## src/rtl/hilo_md_unit.sv

```systemverilog
// HI/LO register pair with a multi-cycle multiply/divide sequencer.
// One shared 2*WIDTH accumulator runs either shift-add multiply or restoring divide.
module hilo_md_unit #(
  parameter int WIDTH = 32
) (
  input  logic             clk,
  input  logic             rstN,
  input  logic             mult,
  input  logic             div,
  input  logic             isUnsigned,
  input  logic [WIDTH-1:0] opA,
  input  logic [WIDTH-1:0] opB,
  input  logic             flush,
  input  logic             hiWrite,
  input  logic             loWrite,
  input  logic [WIDTH-1:0] wData,
  output logic [WIDTH-1:0] hi,
  output logic [WIDTH-1:0] lo,
  output logic             busy,
  output logic             done
);

  localparam int CW = $clog2(WIDTH);

  typedef enum logic [1:0] {
    IDLE  = 2'd0,
    PREP  = 2'd1,
    CALC  = 2'd2,
    FIXUP = 2'd3
  } state_e;

  state_e             state_q, state_d;
  logic               is_div_q, is_div_d;
  logic               is_signed_q, is_signed_d;
  logic [WIDTH-1:0]   opa_q, opa_d;
  logic [WIDTH-1:0]   opb_q, opb_d;
  logic [2*WIDTH-1:0] acc_q, acc_d;
  logic [CW-1:0]      cnt_q, cnt_d;
  logic               neg_res_q, neg_res_d;
  logic               neg_rem_q, neg_rem_d;
  logic               div_zero_q, div_zero_d;
  logic [WIDTH-1:0]   hi_q, hi_d;
  logic [WIDTH-1:0]   lo_q, lo_d;
  logic               done_q, done_d;

  logic               start;
  logic               abort;
  logic               a_neg, b_neg;
  logic [WIDTH-1:0]   a_mag, b_mag;
  logic [WIDTH:0]     mult_addend;
  logic [WIDTH:0]     mult_sum;
  logic [2*WIDTH-1:0] mult_next;
  logic [WIDTH:0]     div_upper;
  logic [WIDTH:0]     div_diff;
  logic [2*WIDTH-1:0] div_next;
  logic [2*WIDTH-1:0] product;
  logic [WIDTH-1:0]   quot, rem;

  // Handshake: mult/div are a one-cycle valid; the unit is ready only while
  // busy is low. A start seen while busy is dropped, so the issuer holds it.
  assign start = (mult | div) & ~flush;
  assign abort = (state_q != IDLE) & (flush | hiWrite | loWrite);

  assign a_neg = is_signed_q & opa_q[WIDTH-1];
  assign b_neg = is_signed_q & opb_q[WIDTH-1];
  assign a_mag = a_neg ? -opa_q : opa_q;
  assign b_mag = b_neg ? -opb_q : opb_q;

  // Multiply step: add multiplicand to the upper half when the LSB is set, then shift right.
  assign mult_addend = acc_q[0] ? {1'b0, opb_q} : '0;
  assign mult_sum    = {1'b0, acc_q[2*WIDTH-1:WIDTH]} + mult_addend;
  assign mult_next   = {mult_sum, acc_q[WIDTH-1:1]};

  // Divide step: shift {rem, dividend} left, keep the trial subtraction when it does not borrow.
  assign div_upper = {acc_q[2*WIDTH-1:WIDTH], acc_q[WIDTH-1]};
  assign div_diff  = div_upper - {1'b0, opb_q};
  assign div_next  = div_diff[WIDTH] ? {acc_q[2*WIDTH-2:0], 1'b0}
                                     : {div_diff[WIDTH-1:0], acc_q[WIDTH-2:0], 1'b1};

  assign product = neg_res_q ? -acc_q : acc_q;
  assign quot    = neg_res_q ? -acc_q[WIDTH-1:0] : acc_q[WIDTH-1:0];
  assign rem     = neg_rem_q ? -acc_q[2*WIDTH-1:WIDTH] : acc_q[2*WIDTH-1:WIDTH];

  always_comb begin
    state_d     = state_q;
    is_div_d    = is_div_q;
    is_signed_d = is_signed_q;
    opa_d       = opa_q;
    opb_d       = opb_q;
    acc_d       = acc_q;
    cnt_d       = cnt_q;
    neg_res_d   = neg_res_q;
    neg_rem_d   = neg_rem_q;
    div_zero_d  = div_zero_q;
    hi_d        = hi_q;
    lo_d        = lo_q;
    done_d      = 1'b0;

    case (state_q)
      IDLE: begin
        if (start) begin
          state_d     = PREP;
          is_div_d    = div;
          is_signed_d = ~isUnsigned;
          opa_d       = opA;
          opb_d       = opB;
        end
      end
      PREP: begin
        neg_res_d  = a_neg ^ b_neg;
        neg_rem_d  = a_neg;
        div_zero_d = (opb_q == '0);
        cnt_d      = CW'(WIDTH - 1);
        // opa_q keeps the raw dividend for the divide-by-zero result.
        if (is_div_q) begin
          acc_d = {{WIDTH{1'b0}}, a_mag};
          opb_d = b_mag;
        end else begin
          acc_d = {{WIDTH{1'b0}}, b_mag};
          opb_d = a_mag;
        end
        state_d = CALC;
      end
      CALC: begin
        acc_d = is_div_q ? div_next : mult_next;
        cnt_d = cnt_q - 1'b1;
        if (cnt_q == '0) state_d = FIXUP;
      end
      FIXUP: begin
        state_d = IDLE;
        done_d  = 1'b1;
        if (!is_div_q) begin
          {hi_d, lo_d} = product;
        end else if (div_zero_q) begin
          lo_d = '1;
          hi_d = opa_q;
        end else begin
          lo_d = quot;
          hi_d = rem;
        end
      end
      default: state_d = IDLE;
    endcase

    if (abort) begin
      state_d = IDLE;
      done_d  = 1'b0;
      hi_d    = hi_q;
      lo_d    = lo_q;
    end
    // Direct writes land regardless of flush and win over any result.
    if (hiWrite) hi_d = wData;
    if (loWrite) lo_d = wData;
  end

  always_ff @(posedge clk) begin
    if (!rstN) begin
      state_q     <= IDLE;
      is_div_q    <= 1'b0;
      is_signed_q <= 1'b0;
      opa_q       <= '0;
      opb_q       <= '0;
      acc_q       <= '0;
      cnt_q       <= '0;
      neg_res_q   <= 1'b0;
      neg_rem_q   <= 1'b0;
      div_zero_q  <= 1'b0;
      hi_q        <= '0;
      lo_q        <= '0;
      done_q      <= 1'b0;
    end else begin
      state_q     <= state_d;
      is_div_q    <= is_div_d;
      is_signed_q <= is_signed_d;
      opa_q       <= opa_d;
      opb_q       <= opb_d;
      acc_q       <= acc_d;
      cnt_q       <= cnt_d;
      neg_res_q   <= neg_res_d;
      neg_rem_q   <= neg_rem_d;
      div_zero_q  <= div_zero_d;
      hi_q        <= hi_d;
      lo_q        <= lo_d;
      done_q      <= done_d;
    end
  end

  assign hi   = hi_q;
  assign lo   = lo_q;
  assign busy = (state_q != IDLE);
  assign done = done_q;

endmodule

```

## config.mk

```make
export PLATFORM = sky130hd
export DESIGN_NAME = hilo_md_unit
export DESIGN_NICKNAME = d
export VERILOG_FILES = /design/src/rtl/hilo_md_unit.sv
export SDC_FILE = /design/constraint.sdc
export NUM_CORES = 1
export LEC_CHECK = 0
export CAP_MARGIN = 20
export CORE_MARGIN = 8
export CORE_UTILIZATION = 48
export DETAILED_ROUTE_END_ITERATION = 8
export HOLD_SLACK_MARGIN = 0.12
export PLACE_DENSITY = 0.7
export SLEW_MARGIN = 20
export SYNTH_ARGS = -nofsm -noshare
export SYNTH_HDL_FRONTEND = slang
export SYNTH_SLANG_ARGS = --single-unit
```

## constraint.sdc

```tcl
create_clock -name clk -period 8.5 [get_ports clk]
set_input_delay 0.85 -clock clk [delete_from_list [all_inputs] [get_ports clk]]
set_output_delay 0.85 -clock clk [all_outputs]
set_load 0.005 [all_outputs]
```

After elaboration in Yosys (flattened, before gate mapping)
Cells that the tools add are included.
{"block": "totals", "mem_bits_ro": 0, "n_memories": 0, "ramBits": 0, "ff_bits": 205, "out_inout_bits": 66, "wordCells": 81, "latch_bits": 0}
{"block": "op_classes", "n_reduce_logical": 14, "n_shift": 0, "n_div": 0, "n_bitwise": 11, "n_mul": 0, "muxes": 28, "n_lt_le_gt_ge": 0, "n_addsub": 8, "n_eq_ne": 7}
{"cell": "$mux W32", "n": 18}
{"cell": "$mux W64", "n": 3}
{"cell": "$neg A32 Y32", "n": 4}
{"cell": "$pmux W64 S2", "n": 1}
{"cell": "$neg A64 Y64", "n": 1}
{"cell": "$pmux W32 S2", "n": 1}
{"cell": "$add A32 B32 Y33", "n": 1}
{"cell": "$sub A33 B32 Y33", "n": 1}
{"cell": "$logic_not A32 Y1", "n": 1}
{"cell": "$pmux W5 S2", "n": 1}
{"cell": "$reduce_and A2 Y1", "n": 5}
{"cell": "$reduce_bool A2 Y1", "n": 5}
{"cell": "$ne A2 B2 Y1 const B", "n": 4}
{"cell": "$pmux W2 S4", "n": 1}
{"cell": "$logic_not A5 Y1", "n": 1}
{"cell": "$sub A5 B1 Y5 const B", "n": 1}
{"cell": "$and A1 B1 Y1", "n": 4}
{"cell": "$eq A2 B2 Y1 const B", "n": 2}
{"cell": "$mux W2", "n": 2}
{"cell": "$not A1 Y1", "n": 3}
{"cell": "$or A1 B1 Y1", "n": 3}
{"cell": "$eq A2 B1 Y1 const B", "n": 1}
{"cell": "$logic_not A2 Y1", "n": 1}
{"cell": "$reduce_or A2 Y1", "n": 1}
{"cell": "other kinds (2)", "n": 2}

Logic depth before layout (Yosys ltp)
Gate-level depths: netlist of run 1.
{"block": "depth", "depth_word": 7, "depth_mapped": 15}

Worst setup path before layout of run 1
Ideal clock, no wire load.
{"block": "synth_path", "path_kind": "flip-flop to flip-flop", "startpoint": "register acc_q[31]", "endpoint": "register acc_q[33]", "synth_period_minus_slack_ns": 3.423, "path_buffers": 2, "path_slack_ns": 5.077, "required_time_ns": 8.378, "stages_incl_launch_ff": 15, "t_arrival_ns": 3.301, "path_cell_list": "dfxtp_1 inv_1 ha_1 fa_1 nor2b_1 o31ai_1 a311o_1 a21oi_1 o21bai_1 and4_1 clkbuf_1 nor2_1 clkbuf_1 mux2i_1 a221o_1"}
{"block": "synth_via", "elab_chain_len": 4}
{"element": "from (decl)", "line_no": "37", "source": "logic [2*WIDTH-1:0] acc_q, acc_d;"}
{"element": "from (signal assigned)", "line_no": "163", "source": "acc_q <= '0;"}
{"element": "from (signal assigned)", "line_no": "177", "source": "acc_q <= acc_d;"}
{"element": "$sub A33 B32 Y33", "line_no": "76", "source": "assign div_diff = div_upper - {1'b0, opb_q};"}
{"element": "$mux W64", "line_no": "77", "source": "assign div_next = div_diff[WIDTH] ? {acc_q[2*WIDTH-2:0], 1'b0}"}
{"element": "$mux W64", "line_no": "125", "source": "acc_d = is_div_q ? div_next : mult_next;"}
{"element": "$pmux W64 S2", "line_no": "99", "source": "case (state_q)"}
Every way passes these cells.
A chain may end at the register's enable or synchronous reset.

Worst setup path in the final report of run 1
{"block": "layout_path", "startpoint": "register acc_q[31]", "endpoint": "register acc_q[52]"}
The elaborated chain is that of the path after synthesis.

==> results of run 1 <==
-- registers in the layout (all words and copies together), names as in the netlist, 2 cells and up --
signal,flops
opb_q,32
lo,32
opa_q,32
hi,32
state_q,2
acc_q,64
cnt_q,5
-- cells in the mapped netlist, types with 9 or more instances --
cell / instances
nand2_1: 240
nor2_1: 234
dfxtp_1: 205
o21ai_0: 201
a21oi_1: 200
clkbuf_1: 158
xnor2_1: 102
ha_1: 75
xor2_1: 71
inv_1: 70
nor3_1: 69
nand3_1: 63
o211ai_1: 53
a211oi_1: 52
mux2i_1: 43
a31oi_1: 37
a21o_1: 35
o31ai_1: 32
or3_1: 26
or4_1: 24
nor4_1: 22
nand4_1: 21
a22oi_1: 19
nand2b_1: 19
mux4_2: 16
buf_1: 15
nor2b_1: 15
o21a_1: 15
or2_2: 12
a41oi_1: 10
and3_1: 10
o221ai_1: 9
o41ai_1: 9
-- stage by stage --
step | instances | setup slack (ps)
floorplan | 2307 | 5080
global placement | 2784 | 4250
detailed placement | 2784 | 4180
CTS | 2831 | 4190
global route | 2831 | 4020
finish | 2831 | 4160
-- worst min-delay path by stage --
stage          cells after the start  slack [ps]                   start                endpoint
2_1_floorplan                      1         450   cnt_q[4]$_SDFFE_PN0P_   cnt_q[4]$_SDFFE_PN0P_
3_3_place_gp                       2         460  opb_q[20]$_SDFFE_PN0P_  opb_q[20]$_SDFFE_PN0P_
3_5_place_dp                       2         470  opb_q[20]$_SDFFE_PN0P_  opb_q[20]$_SDFFE_PN0P_
4_1_cts                            2         480  opb_q[20]$_SDFFE_PN0P_  opb_q[20]$_SDFFE_PN0P_
5_1_grt                            2         510  opb_q[20]$_SDFFE_PN0P_  opb_q[20]$_SDFFE_PN0P_
6_report                           2         490  opb_q[20]$_SDFFE_PN0P_  opb_q[20]$_SDFFE_PN0P_
-- final cells by class --
type / count / area [sq um]
Clock buffer: 34 / 742
Inverter: 73 / 275
Timing Repair Buffer: 197 / 1890
Sequential cell: 205 / 4110
Tap cell: 455 / 569
Clock inverter: 13 / 161
Multi-Input combinational cell: 1854 / 11800
Fill cell: 3312 / 15000
-- kinds of logic after synthesis --
family | count (synthesis) | share of synthesized area
mux | 63 | 0.0498
flops | 205 | 0.244
compound gates | 761 | 0.286
fa+ha+maj | 77 | 0.0583
xor+xnor | 173 | 0.0902
simple gates | 780 | 0.215
buf+inv | 248 | 0.0563
-- per-layer routing --
layer  routed length (um)  up-vias
met1                28500     8736
met3                 7240      203
met2                30900     1037
li1                     -     8513
met5                   13        -
met4                 4540        2
-- critical path: cells and delay by family (launching register included) --
family | cells | cell delay (ps)
fa+ha+maj | 2 | 680
compound gates | 5 | 1370
flops | 1 | 350
mux | 1 | 390
simple gates | 3 | 810
buf+inv | 2 | 570
-- power by group --
part / internal (mW) / total, mW / leakage [nW] / switching, mW
Sequential: 1.16 / 1.48 / 1.69 / 0.319
Clock: 0.707 / 1.18 / 0.440 / 0.476
Combinational: 0.923 / 2.57 / 5.26 / 1.65
==> impl_metrics.yaml, run 1 <==
status:
  outcome: "finished clean"
power:
  power.density_nw_per_um2: 268
  p_total_mw: 5.24
  peakVddDrop_v: 0.000282
  leakagePower_nw: 7.39
synth:
  syn_area_per_cell_sq_um: 7.28
  ys_async_sr_fraction: 0
  ys.flop_type: "dfxtp_1"
  seq_area_frac_synth: 0.244
  synthTopCellsByArea: "dfxtp_1 24%, o21ai_0 6.0%, a21oi_1 6.0%"
  netlist_area_sq_um: 16800
  synth_top_cell_area_share: 0.244
  yosys_warnings: 0
  synth.ff_latch_count: 205
  yosys.area.top_type: "dfxtp_1"
  synthCells: 2307
  synth_enable_flop_cells: 0
  syn_nets: 2488
  synth.distinct_cells: 73
worst_setup_path:
  cp-endpoint: "acc_q[52]$_SDFFE_PN0P_"
  critPathMaxFanout: 23
  r2r_cells: 13
  worstPathArrival_ps: 4780
  r2r_start: "acc_q[31]$_SDFFE_PN0P_"
  slowest_stage: "buf_4"
  path_class: "reg -> reg"
  cp_cell_sequence: "inv_1 -> ha_1 -> fa_1 -> nor2b_1 -> o31ai_1 -> a311o_1 -> a21oi_1 -> o21bai_1 -> and4_1 -> nor2_4 -> buf_4 -> mux2_2 -> a221o_1"
  rrSetupSlack_ps: 4160
  crit_path_max_incr_delay_ps: 450
  start_kind: "flop"
  startpoint: "acc_q[31]$_SDFFE_PN0P_"
  cp-end-kind: "flop"
  rr_endpoint: "acc_q[52]$_SDFFE_PN0P_"
  critPathRequiredTime_ps: 8940
sta:
  clock_skew_ps: 15.6
  hold_viol_final: 0
  drv_slew: 0
  slew-limit-headroom: 0.253
  period_share: 0.511
  tightest_slew_ps: 1120
  finalCriticalPeriod_ps: 4340
  rsz0062_at_grt: "no"
  setup_viol: 0
  timing.hold.ws_ps: 493
  fin_setup_tns_ps: 0
  max_freq_ghz: 0.230
detailed_routing:
  postRouteAntennaNets: 0
  drc: 0
  routed-via-count: 18500
  drt-pass1-iter-count: 8
  wire_per_inst_um: 25.2
  drt-total-wl_mm: 71.3
  drt_iter0_markers: 2209
  viasPerCell: 6.53
layout:
  layout_commonest_cell: "nand2_1"
  nets: 2538
  drive_above_1_share: 0.0539
  post-route-util: 0.565
  num_antenna_cells: 0
  syn_to_final_growth_pct: 16.3
  layout.cells.most_common_list: "240 x nand2_1, 229 x nor2_1, 203 x dfxtp_1"
  fin_area_sq_um: 19500
clock_network:
  clk_latency_ps: 550
  holdBufCountCts: 0
  cts_made_buffers: 26
  post_cts_buffers: 0
  cts_resized: 0
  clockRootBuffer: "clkbuf_16"
  clock_sinks: 205
  clockBufferDepth: 3
  htree_levels: 1
  cts_tree: "built"
  clk_pin_slew_ps: 60
place:
  dp_hpwl_mm: 54.1
  numPortBuffers: 169
  place_area_sq_um: 18600
  place_congestion: 1.00
floorplanning:
  die-area_sq_um: 41200
  initial_utilization: 0.486
  pin_count: 170
  coreArea_sq_um: 34500
  die_x_um: 203
  rows: 68
  die_h_um: 203
grt:
  met1_usage: 0.422
  grt_usage: 0.326
  grt_util_met2: 0.506
  grt_pass1_wl_mm: 105
  grt_use_met3: 0.0622
  grt_antenna_before_repair: 1
  grt.busiest_layer: "met2"
  grt_pass1_vias: 16900
  grt_max_degree: 77
  overflow: 0
run:
  max_cap_violations: 0
min_path:
  hold_path.class: "reg -> reg"
No activity file was read; power rests on OpenSTA's default activity.
==> run 2, diff against run 1 <==
==> constraint.sdc (replaced) <==
create_clock -name clk -period 4.4 [get_ports clk]
set_input_delay 0.44 -clock clk [delete_from_list [all_inputs] [get_ports clk]]
set_output_delay 0.44 -clock clk [all_outputs]
set_load 0.005 [all_outputs]
==> run 2 against run 1 <==
Wire length is 1.2% higher. Register-to-register slack got worse by 3800 ps. Die area is the same. Count of clock-buffer cells in the layout did not move. Critical endpoint is now acc_q[32]$_SDFFE_PN0P_. Largest cell class unchanged. Largest power group unchanged.
==> impl_metrics.yaml, run 2 (same netlist as run 1, synthesis figures left out) <==
layout:
  final_cells: 2848
  fin_area_sq_um: 19600
  layout_commonest_cell: "nand2_1"
  syn_to_final_growth_pct: 16.4
  largest_reg_flops: 64
  drive_above_1_share: 0.0593
  multi_input_area_sq_um: 11800
  top_register: "acc_q"
  layout.cells.most_common_list: "240 x nand2_1, 230 x nor2_1, 203 x dfxtp_1"
  n_fill_cell: 3279
  regArea_sq_um: 4110
  nets: 2563
  num_antenna_cells: 0
run:
  max_cap_violations: 0
sta:
  slew-limit-headroom: 0.268
  fin_setup_tns_ps: 0
  drv_slew: 0
  max_freq_ghz: 0.251
  timing.hold.ws_ps: 452
  hold_viol_final: 0
  finalCriticalPeriod_ps: 3990
  tightest_slew_ps: 1090
  rsz0062_at_grt: "no"
  clock_skew_ps: 12.8
  setup_viol: 0
  period_share: 0.907
detailed_routing:
  viasPerCell: 6.59
  routed-via-count: 18800
  drc: 0
  drt-pass1-iter-count: 6
  wire_per_inst_um: 25.3
  postRouteAntennaNets: 0
  drt_iter0_markers: 2509
  drt-total-wl_mm: 72.1
place:
  numPortBuffers: 169
  placed_cells: 2810
  place_area_sq_um: 18800
  place_congestion: 1.02
  dp_hpwl_mm: 55.4
power:
  leakagePower_nw: 7.45
  power.density_nw_per_um2: 501
  peakVddDrop_v: 0.000557
worst_setup_path:
  crit_path_max_incr_delay_ps: 610
  path_class: "reg -> reg"
  critPathRequiredTime_ps: 4860
  r2r_start: "acc_q[31]$_SDFFE_PN0P_"
  startpoint: "acc_q[31]$_SDFFE_PN0P_"
  rrSetupSlack_ps: 410
  slowest_stage: "a31oi_1"
  start_kind: "flop"
  cp-end-kind: "flop"
  cp_cell_sequence: "inv_1 -> ha_1 -> fa_1 -> nor2b_1 -> o31ai_1 -> a311o_1 -> a21oi_1 -> o21bai_1 -> a31oi_1 -> nor2_4 -> buf_4 -> mux2_2 -> o221ai_1"
  critPathBufInv: 2
  critPathMaxFanout: 10
  crit_family: "compound AO/OA/AOI/OAI gates"
  worstPathArrival_ps: 4450
grt:
  grt_usage: 0.335
  grt_max_degree: 77
  grt_antenna_before_repair: 0
  overflow: 0
  grt_pass1_wl_mm: 109
  grt_pass1_vias: 17400
min_path:
  hold_path.class: "in -> reg"
  min_from: "opA[17]"
floorplanning:
  rows: 68
  coreArea_sq_um: 34500
  die-area_sq_um: 41200
  die_h_um: 203
  die_x_um: 203
  pin_count: 170
  initial_utilization: 0.486
clock_network:
  clockBufferDepth: 3
  htree_levels: 1
  clockRootBuffer: "clkbuf_16"
  cts_made_buffers: 25
  cts_tree: "built"
  clk_latency_ps: 540
  clk_pin_slew_ps: 60
  cts_resized: 0
  clock_sinks: 205
  post_cts_buffers: 0
  holdBufCountCts: 0
status:
  outcome: "finished clean"
==> run 2: cell types whose count changed in the layout (fill, tap and decap cells not counted), moves of 2 or more <==
cell	change
buf_4	+26
clkinv_4	-4
bufinv_16	-2
clkbuf_1	+2
clkbuf_16	-2
clkinvlp_4	-2
==> run 2: area by class of cell <==
cell class / instances / share of cell area
inverter: 73 / 0.0141
timing repair buffer: 223 / 0.107
multi-input combinational: 1854 / 0.602
tap: 455 / 0.0291
sequential: 205 / 0.210
clock inverter: 4 / 0.00230
clock buffer: 34 / 0.0358
==> run 2: metrics by stage <==
stage,power [mW],util,worst slack (ps)
after floorplan,5.97,-,977
after global placement,7.60,0.545,623
after detailed placement,7.66,0.545,514
after CTS,9.65,0.566,489
after global routing,10.3,0.566,154
final,9.80,0.566,409
==> run 2: worst register-to-register path: stages (launching register included) <==
cell and delay (ps):
dfxtp_1 350, inv_1 140, ha_1 270, fa_1 410
nor2b_1 190, o31ai_1 140, a311o_1 370, a21oi_1 340
o21bai_1 190, a31oi_1 610, nor2_4 220, buf_4 240
mux2_2 280, o221ai_1 160
==> run 2: final timing paths <==
check                                 to  cells after the start
setup / recovery  acc_q[32]$_SDFFE_PN0P_                     13
hold / removal    opa_q[17]$_SDFFE_PN0P_                      3
setup reg to reg  acc_q[32]$_SDFFE_PN0P_                     13
hold reg to reg   opb_q[30]$_SDFFE_PN0P_                      2
==> run 2: report_power, final <==
group	internal, mW	leakage, nW	total (mW)	switching, mW
clock	1.15	0.369	1.99	0.844
combinational	1.79	5.39	4.96	3.17
sequential	2.25	1.69	2.84	0.593
==> run 2: per-layer routing <==
layer  global-route usage  vias up  share of wire  wire, um
li1                     -     8561              -         -
met1                0.432     8820           0.39     28400
met2                0.525     1159           0.44     31900
met3               0.0681      228           0.11      7590
met4                0.168        0          0.058      4210
met5                    0        -              0         0
